`src/rtl/timer_pkg.sv`:
```
// -----------------------------------------------------------------------------
// timer_pkg
// Purpose : Register map and CTRL bit layout of the timer peripheral. The same
//           offsets and bit indices are used by the firmware headers.
// Ports   : none (package)
// -----------------------------------------------------------------------------
package timer_pkg;

  // Word offsets, decoded from addr_i[3:2]
  localparam logic [1:0] TIMER_CTRL  = 2'd0;
  localparam logic [1:0] TIMER_CMP   = 2'd1;
  localparam logic [1:0] TIMER_COUNT = 2'd2;
  localparam logic [1:0] TIMER_PRESC = 2'd3;

  // CTRL bit indices
  localparam int CTRL_EN      = 0;
  localparam int CTRL_IE      = 1;
  localparam int CTRL_PEND    = 2;
  localparam int CTRL_ONESHOT = 3;

  // Packed so that each field lands on its CTRL bit index
  typedef struct packed {
    logic oneshot;
    logic pend;
    logic ie;
    logic en;
  } ctrl_t;

endpackage

```
`src/rtl/timer_if.sv`:
```
// -----------------------------------------------------------------------------
// timer_if
// Purpose : Bus-side signal bundle of the timer peripheral.
// Signals : addr_i    32  byte address (only [3:2] decoded by the timer)
//           data_i    32  write data
//           we_i       1  write enable, full-word writes
//           data_o    32  combinational read data
//           int_sig_o  1  level-high interrupt request
// Modports: master (bus / core side), slave (timer side)
// -----------------------------------------------------------------------------
interface timer_if;
  logic [31:0] addr_i;
  logic [31:0] data_i;
  logic        we_i;
  logic [31:0] data_o;
  logic        int_sig_o;

  modport master (
    output addr_i, data_i, we_i,
    input  data_o, int_sig_o
  );

  modport slave (
    input  addr_i, data_i, we_i,
    output data_o, int_sig_o
  );
endinterface

```
`src/rtl/timer_prescaler.sv`:
```
// -----------------------------------------------------------------------------
// timer_prescaler
// Purpose : Divides the count rate of the timer. tick is high every cycle when
//           presc is 0, otherwise once every presc+1 enabled cycles.
// Ports   : clk, rst (async, active-high)
//           en        count enable; the divider is held at 0 while low
//           presc     divisor minus 1
//           presc_we  restart the divider (new divisor being written)
//           tick      count strobe for the timer
// -----------------------------------------------------------------------------
module timer_prescaler #(
  parameter int PRESC_W = 16
) (
  input  logic               clk,
  input  logic               rst,
  input  logic               en,
  input  logic [PRESC_W-1:0] presc,
  input  logic               presc_we,
  output logic               tick
);

  logic [PRESC_W-1:0] pcnt;

  // With presc == 0 the divider never leaves 0, so tick stays high
  assign tick = (pcnt == presc);

  always_ff @(posedge clk or posedge rst) begin
    if (rst) begin
      pcnt <= '0;
    end else if (!en || presc_we) begin
      pcnt <= '0;
    end else if (tick) begin
      pcnt <= '0;
    end else begin
      pcnt <= pcnt + PRESC_W'(1);
    end
  end

endmodule

```
`src/rtl/timer.sv`:
```
// -----------------------------------------------------------------------------
// timer
// Purpose : Memory-mapped up-counter with compare/reload, one-shot mode, W1C
//           pending flag and a registered level interrupt.
//           Register map (addr_i[3:2]): 0 CTRL, 1 CMP, 2 COUNT, 3 PRESC.
// Ports   : clk        system clock
//           rst        asynchronous, active-high reset
//           bus        timer_if.slave (addr_i, data_i, we_i, data_o, int_sig_o)
// Config  : define TIMER_PRESCALER_EN to build the PRESC register and the
//           prescaler; without it the counter ticks every cycle and offset 3
//           reads 0 and ignores writes.
// -----------------------------------------------------------------------------
module timer
  import timer_pkg::*;
#(
  parameter int CNT_W   = 32,
  parameter int PRESC_W = 16
) (
  input  logic   clk,
  input  logic   rst,
  timer_if.slave bus
);

  logic [1:0]       off;
  logic             wr_ctrl;
  logic             wr_cmp;
  logic             wr_count;
  ctrl_t            ctrl;
  logic [CNT_W-1:0] cmp;
  logic [CNT_W-1:0] count;
  logic [CNT_W-1:0] cmp_last;
  logic             tick;
  logic             match;
  logic             int_sig;
  logic [31:0]      rdata;
  logic             unused_addr;

  // Only the word offset is decoded; the remaining address bits alias
  assign off         = bus.addr_i[3:2];
  assign unused_addr = ^{bus.addr_i[31:4], bus.addr_i[1:0]};

  assign wr_ctrl  = bus.we_i && (off == TIMER_CTRL);
  assign wr_cmp   = bus.we_i && (off == TIMER_CMP);
  assign wr_count = bus.we_i && (off == TIMER_COUNT);

`ifdef TIMER_PRESCALER_EN
  logic               wr_presc;
  logic [PRESC_W-1:0] presc;

  assign wr_presc = bus.we_i && (off == TIMER_PRESC);

  always_ff @(posedge clk or posedge rst) begin
    if (rst) begin
      presc <= '0;
    end else if (wr_presc) begin
      presc <= bus.data_i[PRESC_W-1:0];
    end
  end

  timer_prescaler #(
    .PRESC_W (PRESC_W)
  ) u_prescaler (
    .clk      (clk),
    .rst      (rst),
    .en       (ctrl.en),
    .presc    (presc),
    .presc_we (wr_presc),
    .tick     (tick)
  );
`else
  assign tick = 1'b1;
`endif

  // COUNT reaching CMP-1 on a tick reloads to 0, giving a period of CMP ticks.
  // CMP == 0 disables matching so the counter free-runs and wraps.
  assign cmp_last = cmp - CNT_W'(1);
  assign match    = ctrl.en && tick && (cmp != '0) && (count >= cmp_last);

  always_ff @(posedge clk or posedge rst) begin
    if (rst) begin
      ctrl    <= '0;
      cmp     <= '0;
      count   <= '0;
      int_sig <= 1'b0;
    end else begin
      if (wr_cmp) begin
        cmp <= bus.data_i[CNT_W-1:0];
      end

      // A software write to COUNT overrides both reload and increment
      if (wr_count) begin
        count <= bus.data_i[CNT_W-1:0];
      end else if (match) begin
        count <= '0;
      end else if (ctrl.en && tick) begin
        count <= count + CNT_W'(1);
      end

      // Software-written EN beats the one-shot auto-clear
      if (wr_ctrl) begin
        ctrl.en      <= bus.data_i[CTRL_EN];
        ctrl.ie      <= bus.data_i[CTRL_IE];
        ctrl.oneshot <= bus.data_i[CTRL_ONESHOT];
      end else if (match && ctrl.oneshot) begin
        ctrl.en <= 1'b0;
      end

      // A match beats a simultaneous W1C so no event is lost
      if (match) begin
        ctrl.pend <= 1'b1;
      end else if (wr_ctrl && bus.data_i[CTRL_PEND]) begin
        ctrl.pend <= 1'b0;
      end

      int_sig <= ctrl.pend && ctrl.ie;
    end
  end

  always_comb begin
    rdata = '0;
    case (off)
      TIMER_CTRL: begin
        rdata[CTRL_EN]      = ctrl.en;
        rdata[CTRL_IE]      = ctrl.ie;
        rdata[CTRL_PEND]    = ctrl.pend;
        rdata[CTRL_ONESHOT] = ctrl.oneshot;
      end
      TIMER_CMP:   rdata[CNT_W-1:0] = cmp;
      TIMER_COUNT: rdata[CNT_W-1:0] = count;
      default: begin
`ifdef TIMER_PRESCALER_EN
        rdata[PRESC_W-1:0] = presc;
`else
        rdata = '0;
`endif
      end
    endcase
  end

  assign bus.data_o    = rdata;
  assign bus.int_sig_o = int_sig;

endmodule

```
`src/flat_wrapper.sv`:
```
// flat-port wrapper written by rule: the top's interface ports become plain ports
module timer_flat import timer_pkg::*;
#(
  parameter int CNT_W   = 32,
  parameter int PRESC_W = 16
)
  (clk, rst, bus_addr_i, bus_data_i, bus_we_i, bus_data_o, bus_int_sig_o);
  timer_if bus_i ();
  input  logic clk;
  input  logic rst;
  input wire logic [$bits(bus_i.addr_i)-1:0] bus_addr_i;
  input wire logic [$bits(bus_i.data_i)-1:0] bus_data_i;
  input wire logic [$bits(bus_i.we_i)-1:0] bus_we_i;
  output wire logic [$bits(bus_i.data_o)-1:0] bus_data_o;
  output wire logic [$bits(bus_i.int_sig_o)-1:0] bus_int_sig_o;
  assign bus_i.addr_i = bus_addr_i;
  assign bus_i.data_i = bus_data_i;
  assign bus_i.we_i = bus_we_i;
  assign bus_data_o = bus_i.data_o;
  assign bus_int_sig_o = bus_i.int_sig_o;
  timer #(.CNT_W(CNT_W), .PRESC_W(PRESC_W)) u_core (.clk(clk), .rst(rst), .bus(bus_i));
endmodule
```
`config.mk`:
```
export PLATFORM = sky130hd
export DESIGN_NAME = timer_flat
export DESIGN_NICKNAME = d
export VERILOG_FILES = /design/src/rtl/timer_pkg.sv /design/src/rtl/timer_if.sv /design/src/rtl/timer_prescaler.sv /design/src/rtl/timer.sv /design/src/flat_wrapper.sv
export SDC_FILE = /design/constraint.sdc
export NUM_CORES = 1
export LEC_CHECK = 0
export ABC_AREA = 0
export BUFFER_PORTS_ARGS = -buffer_cell sky130_fd_sc_hd__buf_2
export CAP_MARGIN = 25
export CORE_UTILIZATION = 51
export DETAILED_ROUTE_END_ITERATION = 7
export PLACE_DENSITY = 0.77
export SYNTH_ARGS = -nofsm -noshare
export SYNTH_HDL_FRONTEND = slang
export SYNTH_SLANG_ARGS = --single-unit
```
`constraint.sdc`:
```
create_clock -name clk -period 4.58 [get_ports clk]
set_clock_uncertainty 0.2 [all_clocks]
set_input_delay 0.229 -clock clk [delete_from_list [all_inputs] [get_ports clk]]
set_output_delay 0.229 -clock clk [all_outputs]
set_load 0.02 [all_outputs]
```
==> out/results.ini, run 1 <==
[final_layout]
instances_no_fill=861
syn_to_final_growth_pct=30.5
antenna_cells=0
nets=828
design_area_um2=6840
final_util_pct=69.4
drive_gt1_share_pct=31.0

[timing]
worst_slew_pin_slew_ps=931
hold_viol=0
fin_crit_sh_pct=103
grt_setup_unrepaired=yes
final-max-slew-violation-count=0
slew_headroom_pct=37.4
setup_violations=13
finalCriticalPeriod_ps=4730
tns_ps=-665
fmax_ghz=0.211
hold-worst-slack_ps=20.3
timing.final.ws_setup_ps=-154

[die]
coreArea_um2=9860
start_util_pct=53.2
die_w_um=103
ios=100
dieArea_um2=10700
die_h_um=103
num_rows=36

[power]
p_clk_share_pct=13.7
internal-power_mw=1.88
ir_worst_vdd_mv=0.283
leakage_nw=2.94
p_seq_share_pct=33.1
combPwrFrac_pct=53.2
switching_share_pct=45.3
cellPowerDensity_nw_per_um2=502
p_sw_mw=1.56

[logic_synthesis]
synth_area_leaders=dfrtp_1 (33%), ha_1 (9.1%), mux2_2 (8.2%)
yosys_warnings=0
synth_top_area_cell=dfrtp_1
ys_ff_latch=69
synth_nets=692
yosysSeqAreaShare_pct=32.9
syn_inst=587
synthTopCellsByCount=dfrtp_1 (69), nand2_1 (44), nor2_1 (44)
async_flop_share_pct=100
synth_edf_count=0
yosys.area.top_type_share_pct=32.9
syn_avg_cell_area_um2=8.93
synth.most_common_cell=dfrtp_1
synthesis.area_um2=5240
synthFlopType=dfrtp_1
synth_cell_types=56

[worst_setup_path]
cp_slowest_cell=or4_4
path_buf_inv=2
cp-end-kind=register
cpMostUsedCell=or3_4
path_class=reg2reg
cpLargestDelayFamily=compound AO/OA/AOI/OAI gates
crit_path_start_kind=register
cp.required_ps=4680
crit_fanout=4
crit_chain=or4_4 -> or3_4 -> or3_4 -> nor4_4 -> xnor2_1 -> ha_1 -> a21o_1 -> a221o_1 -> a221oi_2 -> o211ai_1 -> a21oi_2 -> o21ai_2 -> buf_6 -> buf_4 -> o31ai_1 -> o22a_1
worstPathArrival_ps=4840
slowest_delay_ps=540

[cts]
clockBufferDepth=2
htreeDepth=3
clk_latency_ps=360
clk_pin_slew_ps=80
cts_tree=built
clkSinkCount=69
root_buffer=clkbuf_8
numCtsBuffers=9

[routing]
wl_um=16400
drtAntennaViolNets=0
drt_first_pass_iters=5
viasPerCell=6.25
drc=0
routedWlPerCell_um=19.0
drtIter0Drc=396
dr_total_vias=5385

[global_route]
antenna_found_initial=0
grt_max_degree=39
gr-usage-all-layers_pct=30.4
overflow=0
grt_first_pass_wirelength_um=24800
first_global_vias=5068

[place]
dpl.cell_count=803
dp_hpwl_um=10800
io_buffers=69
gp_congestion=0.938
dpl-instance-area_um2=5990

[job]
max-cap-violations=0

[outcome]
violations=setup timing
status=finished, violations left

[hold_path]
hp-class=in2reg

-- path summary, 6_finish.rpt --
| path | startpoint | endpoint | slack, ps | cells past startpoint |
|---|---|---|---|---|
| min reg2reg | u_core.ctrl[2] | u_core.ctrl[2] | 330 | 2 |
| max | u_core.cmp[10] | u_core.count[13] | -150 | 16 |
| max reg2reg | u_core.cmp[10] | u_core.count[13] | -150 | 16 |
| min in group asynchronous | rst | u_core.cmp[6] | 350 | 3 |
| min | bus_we_i | u_core.ctrl[2] | 20 | 4 |
| max in group asynchronous | rst | u_core.count[4] | 2840 | 4 |
-- repair_timing --
item,in CTS,in global routing
buffers inserted,1,7
hold buffers,33,0
hold endpoints to repair,97,0
pin swaps,3,31
setup endpoints to repair,24,31
resized for setup,12,49
-- power groups by stage --
stage          clock network [mW]  logic, mW  registers (mW)
3_3_place_gp                    0       1.48            1.10
2_1_floorplan                   0       1.11            1.02
4_1_cts                     0.469       1.59            1.11
6_report                    0.470       1.83            1.14
3_5_place_dp                    0       1.54            1.12
5_1_grt                     0.499       1.99            1.17
-- through the flow --
step	power (mW)	setup slack, ps
detailed placement	2.66	-215
floorplan	2.13	27.7
CTS	3.17	0.0315
finish	3.44	-154
global route	3.66	-235
global placement	2.58	-117
-- cells in the final DEF, fill, tap and decap left out, types with 11 or more instances in the layout --
cell type	n
a21oi_1	22
a22oi_1	28
and3_1	13
buf_2	69
buf_4	47
dfrtp_1	69
dlygate4sd3_1	33
ha_1	37
inv_1	13
mux2_2	38
nand2_1	42
nand3_1	23
nand4_1	11
nor2_1	42
nor2b_1	29
o21ai_0	14
xnor2_1	22
-- worst reg2reg max path, cell delays in order (launching register included) --
cell      delay (ps)
dfrtp_1          390
or4_4            540
or3_4            380
or3_4            410
nor4_4           160
xnor2_1          160
ha_1             270
a21o_1           190
a221o_1          350
a221oi_2         260
o211ai_1         150
a21oi_2          270
o21ai_2          140
buf_6            180
buf_4            130
o31ai_1          320
o22a_1           170
-- state kept, by name, indices dropped and copies added (netlist names) --
register	cells
u_core.cmp	32
u_core.count	32
u_core.ctrl	4
u_core.bus.int_sig_o	1
-- logic make-up (layout without fill, tap and decap cells) --
logic type                 count (synthesis)  after routing  share of synthesized area, %
and+or+nand+nor                          232            232                          23.6
AOI/OAI and AO/OA                        133            133                          17.8
xor gates and xnor gates                  30             30                          5.01
muxes                                     38             38                          8.16
DFF                                       69             69                          32.9
buffers and inverters                     47            188                          3.46
adders and majority gates                 38             38                          9.07
-- routing by layer --
metal,GRT usage (%),vias to the layer above,share of wire (%)
met1,40.4,2602,41
met5,0,-,0
met4,13.0,0,2.2
li1,-,2471,-
met3,5.11,38,7.3
met2,48.9,274,49
-- final cells by class --
class                      count  area [um2]
multi-input combinational    471        3590
tap                          133         166
clock buffer                  10         138
fill                         754        3020
timing repair buffer         157        1130
sequential                    69        1730
clock inverter                 6        38.8
inverter                      15        56.3
(Power assumes the default switching activity.)
==> run 2, diff against run 1 <==
BUFFER_PORTS_ARGS = -buffer_cell sky130_fd_sc_hd__clkbuf_2   (was -buffer_cell sky130_fd_sc_hd__buf_2)
==> run 2 against run 1 <==
The run still ends with setup timing left. Register-to-register slack improved by 140 ps. Global-route usage rose by 0.49 points. Sequential share of layout area rose by 0.13 points. Critical path depth did not move. Hold slack improved by 290 ps. Fmax rose by 3.2%. Setup slack improved by 140 ps. Core utilization fell by 0.37 points. Combinational power fell by 3%. Final cell count fell by 0.12%. Routed wire length fell by 1.4%.
==> out/results.ini, run 2 (synthesized netlist as in run 1, its figures left out) <==
[die]
ios=100  ; unchanged
dieArea_um2=10700  ; unchanged
start_util_pct=53.2  ; unchanged
num_rows=36  ; unchanged
die_w_um=103  ; unchanged
coreArea_um2=9860  ; unchanged
die_h_um=103  ; unchanged

[job]
max-cap-violations=0  ; unchanged

[power]
leakage_nw=2.89  ; -1.8%
p_clk_share_pct=13.8  ; about the same
p_seq_share_pct=33.5  ; +0.4 points
internal-power_mw=1.84  ; -2.0%
switching_share_pct=45.5  ; +0.13 points
ir_worst_vdd_mv=0.314  ; +11%
p_sw_mw=1.54  ; -1.5%
combPwrFrac_pct=52.7  ; -0.5 points
cellPowerDensity_nw_per_um2=496  ; -1.2%

[routing]
viasPerCell=6.23  ; -0.40%
drt_first_pass_iters=5  ; unchanged
dr_total_vias=5357  ; -0.52%
drtIter0Drc=299  ; -24%
drc=0  ; unchanged
routedWlPerCell_um=18.8  ; -1.2%
wl_um=16100  ; -1.4%
drtAntennaViolNets=0  ; unchanged

[worst_setup_path]
cp-end-kind=register
worstPathArrival_ps=4670  ; -170 ps
cp.required_ps=4660  ; -20 ps
path_class=reg2reg
crit_path_start_kind=register
cp-startpoint=u_core.cmp[11]
r2r_start=u_core.cmp[11]
crit_fanout=7  ; +3

[hold_path]
worstHoldStart=bus_addr_i[3]
hp-class=in2reg

[cts]
clk_pin_slew_ps=80  ; about the same
root_buffer=clkbuf_8
htreeDepth=3  ; unchanged
cts_tree=built
clk_latency_ps=360  ; about the same
clkSinkCount=69  ; unchanged
numCtsBuffers=9  ; unchanged
clockBufferDepth=2  ; unchanged

[final_layout]
mostFrequentLayoutCells=clkbuf_2 (69), dfrtp_1 (69), buf_4 (47), nand2_1 (42), nor2_1 (40)
top_regs=u_core.cmp x32, u_core.count x32, u_core.ctrl x4
nets=827  ; -0.12%
drive_gt1_share_pct=30.7  ; -0.37 points
antenna_cells=0  ; unchanged
syn_to_final_growth_pct=29.8

[timing]
hold_viol=0  ; unchanged
slew_headroom_pct=27.5  ; -9.9 points
fin_crit_sh_pct=100  ; -3.2 points
tns_ps=-8.84  ; +656 ps
fmax_ghz=0.218  ; +3.2%
final-max-slew-violation-count=0  ; unchanged
timing.final.ws_setup_ps=-8.84  ; +145 ps
setup_violations=1  ; -12
finalCriticalPeriod_ps=4590  ; -145 ps
worst_slew_pin_slew_ps=1080  ; +147 ps
grt_setup_unrepaired=yes

[place]
dp_hpwl_um=11000  ; +1.8%
pre_cts_ws_ps=-271  ; -55.5 ps
gp_congestion=0.883  ; -5.9%
io_buffers=69  ; unchanged

[global_route]
overflow=0  ; unchanged
antenna_found_initial=0  ; unchanged
grt_max_degree=70  ; +79%
gr-usage-all-layers_pct=30.9  ; +0.49 points
grt_first_pass_wirelength_um=25200  ; +1.6%
first_global_vias=5095  ; +0.53%

[outcome]
status=finished, violations left
violations=setup timing

-- run 2: cell types whose count changed in the layout (fill, tap and decap cells not counted), sizes merged --
cell / previous run / this run
clkbuf: 10 / 79
dlygate4sd3: 33 / 34
buf: 124 / 53
-- run 2: power groups by stage --
stage	Clock, mW	Sequential (mW)	Combinational [mW]
floorplan	0	1.02	1.11
global placement	0	1.11	1.48
detailed placement	0	1.12	1.55
CTS	0.471	1.11	1.65
global route	0.495	1.17	1.95
finish	0.467	1.13	1.78
-- run 2: cell type report --
type,count,area (um2)
clock buffer,10,138
sequential,69,1730
inverter,15,56.3
multi-input combinational,471,3570
timing repair buffer,156,1110
clock inverter,6,38.8
tap,133,166
fill,749,3060
-- run 2: routing by layer --
layer / track usage, % / wire (um)
met1: 39.6 / 6660
met2: 50.7 / 7860
met3: 4.57 / 1090
met5: 0 / 0
met4: 15.9 / 536
-- run 2: path summary, 6_finish.rpt --
path                              endpoint  slack (ps)  depth (start not counted)
min in group asynchronous    u_core.cmp[0]         460                          4
min reg2reg                 u_core.ctrl[2]         320                          2
max in group asynchronous    u_core.cmp[7]        3110                          4
max reg2reg                u_core.count[3]          -9                         16
min                         u_core.ctrl[2]         310                          6
max                        u_core.count[3]          -9                         16
-- run 2: timing repair --
| action | 4_1_cts | 5_1_grt |
|---|---|---|
| hold buffers | 34 | 0 |
| setup buffers | 2 | 6 |
| pin swaps | 22 | 14 |
| setup endpoints to repair | 29 | 33 |
| endpoints found under the hold margin | 136 | 0 |
| gates resized for setup | 23 | 26 |
| gates cloned | 0 | 0 |
-- run 2: worst max-delay path: stages (launching register included) --
cell and delay (ps):
dfrtp_1 390, or4_4 550, or3_4 380, or4_4 580, nor4_4 190, xnor2_1 170, ha_1 280, nand4_1 150
nor3_4 60, buf_6 120, a221oi_2 250, o211ai_1 170, a21oi_4 210, o21ai_2 100, buf_6 180, or3_4 360
a31oi_2 170
-- run 2: metrics by stage --
step	power, mW	util (%)	hold WS (ps)	instance area [um2]	instances
floorplan	2.13	-	146	5260	587
global route	3.61	69.0	384	6810	860
global placement	2.59	60.6	252	5980	801
CTS	3.24	67.2	295	6630	853
finish	3.38	69.0	309	6810	860
detailed placement	2.67	60.6	263	5980	801
